$ cat src/rtl/fb_scanout.sv
// fb_scanout: reads a SRC_W x SRC_H frame buffer and streams it into the
// display FIFO upscaled 2x in both directions, throttled by fifo_afull.
//
// Ports:
//   clk, rst         clock; asynchronous active-high reset
//   frame_start      one-cycle request to scan a frame (ignored while busy)
//   fb_rd_addr/en    frame-buffer read port request
//   fb_rd_data       read data, valid the cycle after fb_rd_en
//   fifo_afull       display FIFO has fewer than two free entries
//   fifo_we/data     display FIFO write port
//   busy             engine is scanning a frame
//   frame_done       one-cycle pulse on the first idle cycle after a frame
module fb_scanout #(
    parameter int SRC_W  = 320,
    parameter int SRC_H  = 240,
    parameter int ADDR_W = 17,
    parameter int DATA_W = 24
) (
    input  logic              clk,
    input  logic              rst,
    input  logic              frame_start,
    output logic [ADDR_W-1:0] fb_rd_addr,
    output logic              fb_rd_en,
    input  logic [DATA_W-1:0] fb_rd_data,
    input  logic              fifo_afull,
    output logic              fifo_we,
    output logic [DATA_W-1:0] fifo_data,
    output logic              busy,
    output logic              frame_done
);

    localparam int XW = (SRC_W > 1) ? $clog2(SRC_W) : 1;
    localparam int YW = (SRC_H > 1) ? $clog2(SRC_H) : 1;

    localparam logic [XW-1:0]     X_LAST   = XW'(SRC_W - 1);
    localparam logic [YW-1:0]     Y_LAST   = YW'(SRC_H - 1);
    localparam logic [ADDR_W-1:0] ROW_STEP = ADDR_W'(SRC_W);

    typedef enum logic [1:0] {
        IDLE,
        READ,
        WR0,
        WR1
    } state_t;

    state_t              state_q;
    logic [XW-1:0]       x_q;
    logic [YW-1:0]       y_q;
    logic                dup_q;
    logic [ADDR_W-1:0]   row_base_q;
    logic [DATA_W-1:0]   pix_q;
    logic                done_q;

    logic x_last;
    logic frame_last;

    assign x_last     = (x_q == X_LAST);
    // Last pixel of the second pass over the last source row.
    assign frame_last = x_last && dup_q && (y_q == Y_LAST);

    always_ff @(posedge clk or posedge rst) begin
        if (rst) begin
            state_q    <= IDLE;
            x_q        <= '0;
            y_q        <= '0;
            dup_q      <= 1'b0;
            row_base_q <= '0;
            pix_q      <= '0;
            done_q     <= 1'b0;
        end else begin
            done_q <= 1'b0;
            unique case (state_q)
                IDLE: begin
                    if (frame_start) begin
                        state_q    <= READ;
                        x_q        <= '0;
                        y_q        <= '0;
                        dup_q      <= 1'b0;
                        row_base_q <= '0;
                    end
                end
                READ: begin
                    if (!fifo_afull) begin
                        state_q <= WR0;
                    end
                end
                WR0: begin
                    pix_q   <= fb_rd_data;
                    state_q <= WR1;
                end
                WR1: begin
                    if (!x_last) begin
                        x_q <= x_q + 1'b1;
                    end else begin
                        x_q <= '0;
                        // Each source row is read twice before moving on.
                        if (!dup_q) begin
                            dup_q <= 1'b1;
                        end else begin
                            dup_q      <= 1'b0;
                            y_q        <= y_q + 1'b1;
                            row_base_q <= row_base_q + ROW_STEP;
                        end
                    end
                    if (frame_last) begin
                        state_q    <= IDLE;
                        x_q        <= '0;
                        y_q        <= '0;
                        dup_q      <= 1'b0;
                        row_base_q <= '0;
                        done_q     <= 1'b1;
                    end else begin
                        state_q <= READ;
                    end
                end
                default: state_q <= IDLE;
            endcase
        end
    end

    assign busy       = (state_q != IDLE);
    assign frame_done = done_q;
    assign fb_rd_addr = row_base_q + {{(ADDR_W-XW){1'b0}}, x_q};
    assign fb_rd_en   = (state_q == READ) && !fifo_afull;
    assign fifo_we    = (state_q == WR0) || (state_q == WR1);

    // First write forwards the read data directly; the second replays it.
    always_comb begin
        fifo_data = '0;
        unique case (state_q)
            WR0:     fifo_data = fb_rd_data;
            WR1:     fifo_data = pix_q;
            default: fifo_data = '0;
        endcase
    end

endmodule

$ cat config.mk
export PLATFORM = sky130hd
export DESIGN_NAME = fb_scanout
export DESIGN_NICKNAME = d
export VERILOG_FILES = /design/src/rtl/fb_scanout.sv
export SDC_FILE = /design/constraint.sdc
export NUM_CORES = 1
export LEC_CHECK = 0
export ABC_CLOCK_PERIOD_IN_PS = 2900
export CAP_MARGIN = 20
export CORE_UTILIZATION = 51
export CTS_CLUSTER_DIAMETER = 80
export DETAILED_ROUTE_END_ITERATION = 6
export GPL_TIMING_DRIVEN = 1
export MAX_ROUTING_LAYER = met4
export PLACE_DENSITY_LB_ADDON = 0.08
export SLEW_MARGIN = 5
export SYNTH_ARGS = -nofsm -noshare
export SYNTH_HDL_FRONTEND = slang
export SYNTH_SLANG_ARGS = --single-unit
export TNS_END_PERCENT = 20
$ cat constraint.sdc
create_clock -name clk -period 2.9 [get_ports clk]
set_input_delay 0.87 -clock clk [delete_from_list [all_inputs] [get_ports clk]]
set_output_delay 0.87 -clock clk [all_outputs]
set_load 0.02 [all_outputs]
==> flow_summary.html, run 1 <==
<table>
<tr><th>Metric</th><th>Value</th></tr>
<tr><th colspan="2">Outcome</th></tr>
<tr><td>Status</td><td>complete, no violations</td></tr>
<tr><th colspan="2">Route</th></tr>
<tr><td>Vias per cell</td><td>between 5 and 6</td></tr>
<tr><td>Routed WL per cell</td><td>15.60 um</td></tr>
<tr><td>Aggregate routed wire length</td><td>around 7500 um</td></tr>
<tr><td>Met2 routed wirelength</td><td>3620 um</td></tr>
<tr><td>Length of routed met3 wiring</td><td>303 um</td></tr>
<tr><td>First-pass iteration count of the detailed router</td><td>4</td></tr>
<tr><td>Detailed Route Iter0 Violations</td><td>223</td></tr>
<tr><td>Count of nets left with antenna violations after detail routing</td><td>0</td></tr>
<tr><td>Number of vias in the routed layout</td><td>2887</td></tr>
<tr><td>Met1 WL</td><td>3515 um</td></tr>
<tr><td>Top Layer Used</td><td>met4</td></tr>
<tr><td>Total DRC errors in the routed layout</td><td>0</td></tr>
<tr><th colspan="2">Critical path</th></tr>
<tr><td>Data arrival time of the critical path</td><td>1.96 ns</td></tr>
<tr><td>Register-to-register path setup slack</td><td>around 0.43 ns</td></tr>
<tr><td>Reg2Reg Depth</td><td>7</td></tr>
<tr><td>Bufs and invs on worst path</td><td>2</td></tr>
<tr><td>Crit end category</td><td>output port</td></tr>
<tr><td>Critical path startpoint category</td><td>register</td></tr>
<tr><td>Slowest cell delay on critical path</td><td>about 0.43 ns</td></tr>
<tr><td>Reg2reg start</td><td>state_q[1]</td></tr>
<tr><td>Maximum net fanout on the critical path</td><td>2</td></tr>
<tr><td>CP required</td><td>2.03 ns</td></tr>
<tr><td>Worst r2r dst</td><td>row_base_q[11]</td></tr>
<tr><td>Crit Path Class</td><td>register to output port</td></tr>
<tr><td>Kind of cell with the highest combined delay on the critical path</td><td>buffers and inverters</td></tr>
<tr><td>Series of cell instances along the critical path</td><td>ha_4, a21o_1, buf_4, a41oi_1, xnor2_1, clkdlybuf4s15_1</td></tr>
<tr><td>Highest-delay cell along the critical path</td><td>sky130_fd_sc_hd__dfrtp_1</td></tr>
<tr><th colspan="2">Global route</th></tr>
<tr><td>Via count of the first global-routing pass</td><td>2735</td></tr>
<tr><td>GRT Overall Usage</td><td>between 20% and 30%</td></tr>
<tr><td>Pin count of the biggest net entering global routing</td><td>50</td></tr>
<tr><td>Wire length of the first global-routing pass</td><td>13000 um</td></tr>
<tr><td>Initial antenna violation count</td><td>0</td></tr>
<tr><td>Remaining Overflow, GRT</td><td>0</td></tr>
<tr><th colspan="2">Finish</th></tr>
<tr><td>Final cell area excluding filler cells</td><td>between 4000 and 5000 sq um</td></tr>
<tr><td>Ratio of cells with drive above 1 in the final layout</td><td>19.21%</td></tr>
<tr><td>Non-filler instance count after layout</td><td>483</td></tr>
<tr><td>Diodes inserted</td><td>0</td></tr>
<tr><td>Final nets</td><td>446</td></tr>
<tr><td>Synth-to-layout area growth</td><td>29.45%</td></tr>
<tr><td>Number of filler cells placed in the layout</td><td>520</td></tr>
<tr><th colspan="2">Pwr</th></tr>
<tr><td>Flop pwr share</td><td>30.5%</td></tr>
<tr><td>Net switching power figure</td><td>1.465 mW</td></tr>
<tr><td>P_leak</td><td>about 2.0 nW</td></tr>
<tr><td>Power density of the placed cells</td><td>857.9 nW/um^2</td></tr>
<tr><td>Total power</td><td>3.718 mW</td></tr>
<tr><td>Cell Int Power</td><td>2.253 mW</td></tr>
<tr><td>Combinational fraction of design power</td><td>53.5%</td></tr>
<tr><td>Part of the total power dissipated in the clock network</td><td>15.9%</td></tr>
<tr><td>Worst vdd ir</td><td>0.5801 mV</td></tr>
<tr><td>Switching power share of the total</td><td>39.41%</td></tr>
<tr><th colspan="2">Yosys</th></tr>
<tr><td>Flops &amp; latches, synth</td><td>56</td></tr>
<tr><td>Combinational family with the most area after synthesis</td><td>compound AO/OA/AOI/OAI gates</td></tr>
<tr><td>Synthesized area</td><td>3348 sq um</td></tr>
<tr><td>Share of the synthesized area in compound gates (AO/OA/AOI/OAI)</td><td>20.40%</td></tr>
<tr><td>Gate count of the mapped netlist</td><td>327</td></tr>
<tr><td>XOR/XNOR share of the synthesized area</td><td>3.401%</td></tr>
<tr><td>Mean Syn Cell Area</td><td>between 10 and 15 sq um</td></tr>
<tr><td>Share of synthesized flip-flops with an asynchronous set or reset</td><td>100.0%</td></tr>
<tr><td>Synth area leader</td><td>sky130_fd_sc_hd__dfrtp_1</td></tr>
<tr><td>Area contributors post-synth</td><td>sky130_fd_sc_hd__dfrtp_1, sky130_fd_sc_hd__mux2_2, sky130_fd_sc_hd__a22o_1, sky130_fd_sc_hd__ha_1, sky130_fd_sc_hd__a221o_1</td></tr>
<tr><td>Yosys Warn Count</td><td>0</td></tr>
<tr><td>Synth cell types</td><td>57</td></tr>
<tr><td>Post-synthesis share of cell area spent on and, or, nand and nor gates</td><td>14.65%</td></tr>
<tr><td>Net Count, Synth</td><td>367</td></tr>
<tr><td>Share of cell area taken by muxes after synthesis</td><td>10.31%</td></tr>
<tr><td>Share of the synthesized area in the top cell type</td><td>between 40% and 50%</td></tr>
<tr><td>Arithmetic-cell share of the synthesized area counting full adders, half adders and majority gates</td><td>4.484%</td></tr>
<tr><td>Number of enable-type register cells in the synthesized netlist</td><td>0</td></tr>
<tr><td>Sequential area share after synthesis</td><td>41.85%</td></tr>
<tr><td>Top flip-flop cell by instance count after synthesis</td><td>sky130_fd_sc_hd__dfrtp_1</td></tr>
<tr><th colspan="2">STA</th></tr>
<tr><td>Final min period</td><td>2.833 ns</td></tr>
<tr><td>Setup repair after global routing missed its margin</td><td>true</td></tr>
<tr><td>Worst rel slew slack</td><td>roughly three fifths</td></tr>
<tr><td>Achievable Freq</td><td>353.0 MHz</td></tr>
<tr><td>Final Cycle Share</td><td>97.67%</td></tr>
<tr><td>Number of failing hold endpoints at the final stage</td><td>0</td></tr>
<tr><td>Post-route clock skew</td><td>0.005590 ns</td></tr>
<tr><td>Final setup violation count</td><td>0</td></tr>
<tr><td>Total count of max-transition violations in the final report</td><td>0</td></tr>
<tr><td>Final Hold Slack</td><td>0.5154 ns</td></tr>
<tr><td>Final WS setup</td><td>0.06745 ns</td></tr>
<tr><td>Transition time at the pin with the least slew margin</td><td>around 0.63 ns</td></tr>
<tr><th colspan="2">Min path</th></tr>
<tr><td>Hold Path Stages</td><td>1</td></tr>
<tr><td>Destination of the worst hold path</td><td>pix_q[14]</td></tr>
<tr><td>Worst hold path class</td><td>register to register</td></tr>
<tr><td>Beginning of the worst hold path</td><td>pix_q[14]</td></tr>
<tr><th colspan="2">Clock network</th></tr>
<tr><td>Clock slew seen by the registers of the worst setup and hold paths</td><td>approximately 0.1 ns</td></tr>
<tr><td>Clock sink count</td><td>56</td></tr>
<tr><td>Total CTS buffers</td><td>5</td></tr>
<tr><td>CTS max path bufs</td><td>2</td></tr>
<tr><td>CTS Root Cell</td><td>sky130_fd_sc_hd__clkbuf_8</td></tr>
<tr><td>TritonCTS clock tree</td><td>done</td></tr>
<tr><td>CTS H-tree depth</td><td>2</td></tr>
<tr><td>Source-to-sink clock delay at the later pin of the worst-skew pair</td><td>a little over 0.3 ns</td></tr>
<tr><th colspan="2">Floorplan</th></tr>
<tr><td>Std-Cell Rows</td><td>29</td></tr>
<tr><td>Width of the die</td><td>83.03 um</td></tr>
<tr><td>Boundary Pins</td><td>73</td></tr>
<tr><td>Placeable core region</td><td>6350 sq um</td></tr>
<tr><td>Area of the die</td><td>6893 sq um</td></tr>
<tr><td>Effective utilization at floorplan</td><td>52.73%</td></tr>
<tr><td>Die height</td><td>83.03 um</td></tr>
<tr><th colspan="2">Placement</th></tr>
<tr><td>Placed insts</td><td>~480</td></tr>
<tr><td>Area after DPL</td><td>4243 sq um</td></tr>
<tr><td>Count of buffers from port buffering</td><td>72</td></tr>
<tr><td>Half-perimeter wire length after detailed placement</td><td>between 5000 and 6000 um</td></tr>
<tr><td>Dpl ws</td><td>-0.1092 ns</td></tr>
<tr><td>RD Place Congestion</td><td>around 0.81</td></tr>
<tr><th colspan="2">Run</th></tr>
<tr><td>Max-cap check violation count</td><td>0</td></tr>
</table>
-- final cells by class --
class | count | area [sq um] | share of cell area, %
Sequential cell | 56 | 1401 | 32.33
Multi-Input combinational cell | 239 | 1814 | 41.86
Clock buffer | 5 | 68.82 | 1.588
Tap cell | 77 | 96.34 | 2.223
Inverter | 8 | 30.03 | 0.6928
Clock inverter | 2 | 60.06 | 1.386
Timing Repair Buffer | 96 | 863.3 | 19.92
-- how the worst max path moves through the flow --
stage | start | cells after the start | endpoint | slack (ns)
2_1_floorplan | x_q[7] | 5 | fb_rd_addr[10] | 0.11
3_3_place_gp | fb_rd_data[3] | 3 | fifo_data[3] | -0.07
3_5_place_dp | row_base_q[7] | 7 | fb_rd_addr[15] | -0.11
4_1_cts | x_q[7] | 7 | fb_rd_addr[15] | -0.04
5_1_grt | x_q[7] | 7 | fb_rd_addr[16] | -0.02
6_report | x_q[7] | 6 | fb_rd_addr[8] | 0.07
-- Yosys cell counts, drive strengths merged (2+ instances only) --
master / n
ha: 12
nor2b: 2
nand2: 26
inv: 7
and3: 4
a211oi: 3
nor2: 13
o21ai: 21
clkbuf: 11
or2: 2
o2bb2ai: 2
xnor2: 6
o31ai: 3
a311oi: 2
a21oi: 6
nor3: 16
o41ai: 2
mux2i: 3
dfrtp: 56
a21o: 4
nor4: 3
a41oi: 2
and4: 5
xor2: 7
a221o: 10
buf: 13
a22o: 25
mux2: 28
nand3: 9
nand4: 6
a31oi: 2
-- per-stage QoR --
stage               utilization, %  TNS [ns]
floorplan                        -         0
global placement             66.82   -0.8521
detailed placement           66.82    -1.223
CTS                          68.37  -0.04967
global route                 68.26  -0.02732
finish                       68.26         0
-- metal layers --
metal  vias up  GRT usage (%)
met5         -              -
met4         0          7.053
met3         9          2.485
met2        75          37.48
met1      1415          31.70
li1       1388              -
-- worst register-to-register path, stage by stage (launching register included) --
cell	delay (ns)
sky130_fd_sc_hd__dfrtp_1	0.43
sky130_fd_sc_hd__ha_2	0.30
sky130_fd_sc_hd__buf_4	0.17
sky130_fd_sc_hd__buf_4	0.21
sky130_fd_sc_hd__clkinv_1	0.29
sky130_fd_sc_hd__a21oi_2	0.32
sky130_fd_sc_hd__o21ai_2	0.24
sky130_fd_sc_hd__a221o_1	0.41
-- power groups by stage --
stage | registers (mW) | logic [mW] | clock network [mW]
floorplan | 1.10 | 1.41 | 0
global placement | 1.14 | 2.13 | 0
detailed placement | 1.15 | 2.16 | 0
CTS | 1.13 | 2.01 | 0.605
global route | 1.17 | 2.16 | 0.635
finish | 1.14 | 1.99 | 0.593
-- state kept, by name, indices dropped and copies added (netlist names) --
name	flops
pix_q	24
row_base_q	11
x_q	9
y_q	8
dup_q	1
frame_done	1
state_q	2
-- layout by cell type, fill, tap and decap left out, types with 2 or more instances in the layout --
cell type	count
sky130_fd_sc_hd__a211oi_1	2
sky130_fd_sc_hd__a21o_1	4
sky130_fd_sc_hd__a21oi_1	5
sky130_fd_sc_hd__a221o_1	10
sky130_fd_sc_hd__a22o_1	25
sky130_fd_sc_hd__a311oi_1	2
sky130_fd_sc_hd__a31oi_1	2
sky130_fd_sc_hd__a41oi_1	2
sky130_fd_sc_hd__and3_1	3
sky130_fd_sc_hd__and4_1	4
sky130_fd_sc_hd__buf_12	2
sky130_fd_sc_hd__buf_2	3
sky130_fd_sc_hd__buf_4	26
sky130_fd_sc_hd__bufinv_16	2
sky130_fd_sc_hd__clkbuf_8	5
sky130_fd_sc_hd__clkdlybuf4s50_1	37
sky130_fd_sc_hd__dfrtp_1	56
sky130_fd_sc_hd__dlygate4sd2_1	26
sky130_fd_sc_hd__ha_1	9
sky130_fd_sc_hd__ha_2	2
sky130_fd_sc_hd__inv_1	6
sky130_fd_sc_hd__mux2_1	2
sky130_fd_sc_hd__mux2_2	26
sky130_fd_sc_hd__mux2i_1	3
sky130_fd_sc_hd__nand2_1	26
sky130_fd_sc_hd__nand3_1	9
sky130_fd_sc_hd__nand4_1	6
sky130_fd_sc_hd__nor2_1	13
sky130_fd_sc_hd__nor2b_1	2
sky130_fd_sc_hd__nor3_1	16
sky130_fd_sc_hd__nor4_1	2
sky130_fd_sc_hd__o21ai_0	20
sky130_fd_sc_hd__o2bb2ai_1	2
sky130_fd_sc_hd__o31ai_1	3
sky130_fd_sc_hd__o41ai_1	2
sky130_fd_sc_hd__or2_2	2
sky130_fd_sc_hd__xnor2_1	6
sky130_fd_sc_hd__xor2_1	7
-- kinds of logic (layout without fill, tap and decap cells) --
kind of cell	Yosys count	count (layout)
buffers and inverters	32	111
and+or+nand+nor	92	92
other	1	1
muxes	31	31
DFF	56	56
AOI/OAI and AO/OA	90	90
xor gates and xnor gates	13	13
adders and majority gates	12	12
-- timing repair --
action | 4_1_cts | 5_1_grt
gates resized for setup | 56 | 15
hold buffers | 0 | 0
endpoints found under the setup margin | 35 | 10
buffers inserted | 0 | 0
Power figures use the tool's default switching activity.
==> run 2, diff against run 1 <==
- CTS_CLUSTER_SIZE: unset -> 20
==> results of run 2 <==
No change in the layout: final DEF, timing and power equal those of run 1.
